$ cat src/rtl/traffic_request_encoder.sv
// Debounces three roadside detectors into sticky requests and hands one request at a time
// to the traffic-light controller, holding it until the light output shows it was served.
module traffic_request_encoder #(
    parameter int DEBOUNCE = 4,
    parameter int TIMEOUT  = 64,
    parameter int CNT_W    = 8
) (
    input  logic       clk,
    input  logic       res_n,
    input  logic       det_main,
    input  logic       det_side,
    input  logic       ped_btn,
    input  logic [3:0] lights_i,
    output logic [1:0] req_code,
    output logic       req_en,
    output logic [2:0] pending,
    output logic       stuck
);

    localparam logic [CNT_W-1:0] DB_LAST = CNT_W'(DEBOUNCE);
    localparam logic [CNT_W-1:0] TO_LAST = CNT_W'(TIMEOUT - 1);

    localparam logic [1:0] CODE_NONE = 2'b00;
    localparam logic [1:0] CODE_MAIN = 2'b01;
    localparam logic [1:0] CODE_SIDE = 2'b10;
    localparam logic [1:0] CODE_PED  = 2'b11;

    typedef enum logic [1:0] {
        ST_IDLE,
        ST_PRESENT,
        ST_WAIT,
        ST_CLEAR
    } state_t;

    logic [2:0] det_vec;
    logic [2:0] rise;

    assign det_vec = {ped_btn, det_side, det_main};

    genvar gi;
    generate
        for (gi = 0; gi < 3; gi++) begin : g_det
            logic             sync1_q;
            logic             sync2_q;
            logic             level_q;
            logic             level_prev_q;
            logic [CNT_W-1:0] cnt_q;

            // Level flips once the synchronised value has disagreed with it past the debounce window.
            always_ff @(posedge clk or posedge res_n) begin
                if (res_n) begin
                    sync1_q      <= 1'b0;
                    sync2_q      <= 1'b0;
                    level_q      <= 1'b0;
                    level_prev_q <= 1'b0;
                    cnt_q        <= '0;
                end else begin
                    sync1_q      <= det_vec[gi];
                    sync2_q      <= sync1_q;
                    level_prev_q <= level_q;
                    if (sync2_q == level_q) begin
                        cnt_q <= '0;
                    end else if (cnt_q == DB_LAST) begin
                        level_q <= ~level_q;
                        cnt_q   <= '0;
                    end else begin
                        cnt_q <= cnt_q + CNT_W'(1);
                    end
                end
            end

            assign rise[gi] = level_q & ~level_prev_q;
        end
    endgenerate

    state_t           state_q;
    logic [1:0]       sel_q;
    logic [1:0]       sel_d;
    logic [2:0]       pending_q;
    logic [2:0]       pending_d;
    logic [2:0]       clr_mask;
    logic [CNT_W-1:0] tcnt_q;
    logic             last_side_q;
    logic             served;
    logic [1:0]       req_code_q;
    logic             req_en_q;
    logic             stuck_q;

    // Pedestrian wins outright; a main/side tie goes to whichever was not served last.
    always_comb begin
        sel_d = CODE_NONE;
        if (pending_q[2]) begin
            sel_d = CODE_PED;
        end else if (pending_q[1] && pending_q[0]) begin
            sel_d = last_side_q ? CODE_MAIN : CODE_SIDE;
        end else if (pending_q[1]) begin
            sel_d = CODE_SIDE;
        end else if (pending_q[0]) begin
            sel_d = CODE_MAIN;
        end
    end

    always_comb begin
        served   = 1'b0;
        clr_mask = 3'b000;
        case (sel_q)
            CODE_MAIN: served = (lights_i[1:0] == 2'b10);
            CODE_SIDE: served = (lights_i[3:2] == 2'b10);
            CODE_PED:  served = (lights_i == 4'b0000);
            default:   served = 1'b0;
        endcase
        if (state_q == ST_CLEAR) begin
            case (sel_q)
                CODE_MAIN: clr_mask = 3'b001;
                CODE_SIDE: clr_mask = 3'b010;
                CODE_PED:  clr_mask = 3'b100;
                default:   clr_mask = 3'b000;
            endcase
        end
        // A new event in the same cycle as the clear keeps the bit set.
        pending_d = (pending_q & ~clr_mask) | rise;
    end

    always_ff @(posedge clk or posedge res_n) begin
        if (res_n) begin
            state_q     <= ST_IDLE;
            sel_q       <= CODE_NONE;
            pending_q   <= 3'b000;
            tcnt_q      <= '0;
            last_side_q <= 1'b0;
            req_code_q  <= CODE_NONE;
            req_en_q    <= 1'b0;
            stuck_q     <= 1'b0;
        end else begin
            pending_q <= pending_d;
            case (state_q)
                ST_IDLE: begin
                    req_code_q <= CODE_NONE;
                    req_en_q   <= 1'b0;
                    if (pending_q != 3'b000) begin
                        sel_q   <= sel_d;
                        state_q <= ST_PRESENT;
                    end
                end
                ST_PRESENT: begin
                    req_code_q <= sel_q;
                    req_en_q   <= 1'b1;
                    tcnt_q     <= '0;
                    state_q    <= ST_WAIT;
                end
                ST_WAIT: begin
                    if (served) begin
                        state_q <= ST_CLEAR;
                    end else if (tcnt_q == TO_LAST) begin
                        stuck_q <= 1'b1;
                    end else begin
                        tcnt_q <= tcnt_q + CNT_W'(1);
                    end
                end
                ST_CLEAR: begin
                    req_code_q <= CODE_NONE;
                    req_en_q   <= 1'b0;
                    stuck_q    <= 1'b0;
                    if (sel_q == CODE_MAIN) begin
                        last_side_q <= 1'b0;
                    end else if (sel_q == CODE_SIDE) begin
                        last_side_q <= 1'b1;
                    end
                    state_q <= ST_IDLE;
                end
                default: state_q <= ST_IDLE;
            endcase
        end
    end

    assign req_code = req_code_q;
    assign req_en   = req_en_q;
    assign pending  = pending_q;
    assign stuck    = stuck_q;

endmodule

$ cat config.mk
export PLATFORM = sky130hd
export DESIGN_NAME = traffic_request_encoder
export DESIGN_NICKNAME = d
export VERILOG_FILES = /design/src/rtl/traffic_request_encoder.sv
export SDC_FILE = /design/constraint.sdc
export NUM_CORES = 1
export LEC_CHECK = 0
export ABC_CLOCK_PERIOD_IN_PS = 2900
export BUFFER_PORTS_ARGS = -buffer_cell sky130_fd_sc_hd__buf_2
export CORE_ASPECT_RATIO = 1.4
export CORE_MARGIN = 5
export CORE_UTILIZATION = 45
export DETAILED_ROUTE_END_ITERATION = 8
export PLACE_DENSITY = 0.6
export SLEW_MARGIN = 0
export SYNTH_ARGS = -nofsm -noshare
export SYNTH_HDL_FRONTEND = slang
export SYNTH_SLANG_ARGS = --single-unit
$ cat constraint.sdc
create_clock -name clk -period 2.9 [get_ports clk]
set_clock_uncertainty 0.2 [all_clocks]
set_input_delay 0.58 -clock clk [delete_from_list [all_inputs] [get_ports clk]]
set_output_delay 0.58 -clock clk [all_outputs]
set_load 0.005 [all_outputs]
==> out/results.ini <==
[synth]
synth_top_cell_by_area=sky130_fd_sc_hd__dfrtp_1
yosys_warnings=0
syn_inst=258
yosysMostFrequentCell=sky130_fd_sc_hd__dfrtp_1
synth-edff-count=0
syn_area_um2=2700
syn_area_per_cell_um2=10.5
synth_nets=285
ys_top_cells_by_area=sky130_fd_sc_hd__dfrtp_1, sky130_fd_sc_hd__ha_1, sky130_fd_sc_hd__xor2_1, sky130_fd_sc_hd__nor2_1, sky130_fd_sc_hd__nand3_1
post_synth_arst_share_pct=100
synth_ff_type=sky130_fd_sc_hd__dfrtp_1
ys_seq_area_share_pct=51.8
ys_types=39
post_synth_most_frequent_cells=sky130_fd_sc_hd__dfrtp_1, sky130_fd_sc_hd__nor2_1, sky130_fd_sc_hd__nand3_1
synth_top_cell_area_share_pct=51.8
flops_latches_synth=56

[pwr]
ir_drop_v=0.000345
netSwitchingPower_mw=0.947
p_leak_nw=1.41
internal-power_mw=1.55
powerDensity_nw_per_um2=840
combinationalPowerShare_pct=34.3
switching_share_pct=38.0
power.share.clock_pct=17.7
power_frac_seq_pct=48.0

[critical_path]
worstSetupStartpointType=flop
cp.depth=7
timing.reg2reg.setup_slack_ps=510
worstRegToRegCells=7
kind_of_critical_path=reg2reg
worst_r2r_startpoint=sel_q[0]
endpoint_kind=flop
setup.worst_path.start=sel_q[0]
timing.critical_path.buf_inv=1
r2r-end=tcnt_q[7]
cp_slowest_stage_delay_ps=540
critical_path.slowest_cell=sky130_fd_sc_hd__or4_1
crit_path_max_fanout=8
worst_ep_required_time_ps=2940
timing.critical_path.arrival_ps=2440
crit_family=simple AND/OR/NAND/NOR gates
critical_path.cell_chain=inv_1 > ha_1 > and4b_1 > a31oi_1 > a21oi_2 > or4_1 > nand3_1

[routing]
drt-total-wl_mm=4.88
route.antenna.remaining_nets=0
post-route-drc-count=0
wire_length_per_cell_after_detailed_routing_um=14.0
detailed_route_via_count=1868
route.detailed.vias_per_inst=5.37
first_iter_violations=90
drt_pass1_iterations=4

[layout]
drive_above_1_share_pct=11.2
p_r_area_growth_vs_syn_pct=9.72
design.final.nets=305
num_antenna_cells=0
number_of_cells_in_the_finished_layout_apart_from_fillers=348

[cts]
clkSlewWorstSetupHoldPaths_ps=100
postCtsResizedCells=0
tritoncts_clock_tree=built
numCtsBuffers=5
cts_num_sinks=56
cts.hold.buffers_added=0
cts_post_setup_buffers_inserted=0
clk-insertion-delay-late_ps=310
cts_max_level=2
ctsRootBufferMaster=sky130_fd_sc_hd__clkbuf_8
cts-root-to-sink-buffers=2

[timing]
worstMarginPinSlew_ps=616
whs_ps=129
maxSlewViolCount=0
final_period_minus_worst_setup_slack_ps=2390
final.period_utilization_pct=82.4
report.final.hold_viol_count=0
totalNegativeSetupSlack_ps=0
rsz0062_at_grt=no
relSlewSlack_pct=58.9
final-setup-viol-count=0
max_freq_ghz=0.418

[placed_design]
quantity_of_i_o_buffers_inserted_on_ports=15
dp_hpwl_mm=3.50
globalplace.congestion=0.857
post-place-cells=341

[grt]
globalRoute.totalOverflow=0
first_global_vias=1852
first_pass_grt_wire_length_mm=8.42
grt_start_max_net_pins=30
initial_antenna_violation_count=0
globalRouteTotalUtil_pct=14.2

[die]
die_h_um=102
coreArea_um2=5860
io-pin-count=16
die_x_um=75.5
initial_core_util_pct=46.1
floorplan.rows=33
floorplan.die_area_um2=7680

[hold_path]
hp-class=in2async

[run]
maxCapViolCount=0

[status]
outcome=finished clean

## flip-flops by register name (all words and copies together), names as in the netlist, 2 cells and up
signal / flops
state_q: 2
pending: 3
sel_q: 2
g_det.sync1_q: 3
tcnt_q: 8
req_code: 2
g_det.level_prev_q: 3
g_det.cnt_q: 24
g_det.sync2_q: 3
g_det.level_q: 3
## per-layer routing
metal | up-vias | part of all wire, % | global-route usage (%)
li1 | 928 | - | -
met1 | 903 | 40 | 16.6
met2 | 29 | 54 | 24.8
met3 | 8 | 4.1 | 3.77
met4 | 0 | 1.6 | 4.85
met5 | - | 0 | 0
## layout by cell type (no fill, tap or decap), types with 2 or more instances in the layout
cell type,synthesis,routed
sky130_fd_sc_hd__nor4_1,2,2
sky130_fd_sc_hd__dfrtp_1,56,56
sky130_fd_sc_hd__nand4b_1,3,3
sky130_fd_sc_hd__a21oi_1,4,4
sky130_fd_sc_hd__a21o_1,2,2
sky130_fd_sc_hd__inv_1,15,14
sky130_fd_sc_hd__nor4b_1,3,3
sky130_fd_sc_hd__nand3_1,22,22
sky130_fd_sc_hd__a22o_1,2,2
sky130_fd_sc_hd__and4b_1,2,2
sky130_fd_sc_hd__o21ai_0,9,9
sky130_fd_sc_hd__nor2_1,32,32
sky130_fd_sc_hd__nand2_1,19,19
sky130_fd_sc_hd__buf_2,0,15
sky130_fd_sc_hd__mux2_2,3,3
sky130_fd_sc_hd__clkbuf_8,0,6
sky130_fd_sc_hd__a31oi_1,4,4
sky130_fd_sc_hd__nand2b_1,4,4
sky130_fd_sc_hd__xnor2_1,3,3
sky130_fd_sc_hd__ha_1,18,18
sky130_fd_sc_hd__nor3_1,2,2
sky130_fd_sc_hd__nand4_1,3,3
sky130_fd_sc_hd__o22a_1,3,3
sky130_fd_sc_hd__and3_1,9,9
sky130_fd_sc_hd__xor2_1,18,18
sky130_fd_sc_hd__o211ai_1,3,3
## logic make-up after synthesis
kind of cell,Yosys count,share of synthesized area [%]
AND/OR/NAND/NOR,108,20.5
adder cells (fa/ha/maj),18,8.33
XOR/XNOR,21,6.80
AO/OA/AOI/OAI,33,8.56
flip-flops,56,51.8
buffers and inverters,19,2.78
multiplexers,3,1.25
## area by class of cell
type                    instances  area [um2]
well taps                      70        87.6
clock inverters                 1        8.76
inverters                      15        56.3
clock buffers                   6        82.6
flip-flops and latches         56        1400
fillers                       579        2900
multi-input cells             183        1230
repair buffers                 17         103
## metrics by stage
stage | setup WS (ps) | util, % | power [mW] | area, um2
2_1_floorplan | 649 | - | 1.80 | 2700
3_3_place_gp | 587 | 49.0 | 2.05 | 2880
3_5_place_dp | 534 | 49.0 | 2.07 | 2880
4_1_cts | 503 | 50.6 | 2.52 | 2970
5_1_grt | 356 | 50.6 | 2.69 | 2970
6_report | 510 | 50.6 | 2.49 | 2970
## how the worst max path moves through the flow
stage	endpoint	slack (ps)
floorplan	state_q[1]	650
global placement	tcnt_q[7]	590
detailed placement	tcnt_q[7]	530
CTS	tcnt_q[7]	500
global route	tcnt_q[7]	360
finish	tcnt_q[7]	510
## power by group through the flow
stage	Clock [mW]	Combinational [mW]	Sequential (mW)
detailed placement	0	0.857	1.21
floorplan	0	0.638	1.16
global placement	0	0.840	1.21
CTS	0.459	0.866	1.20
finish	0.440	0.855	1.20
global route	0.489	0.971	1.23
Power figures use the tool's default switching activity.
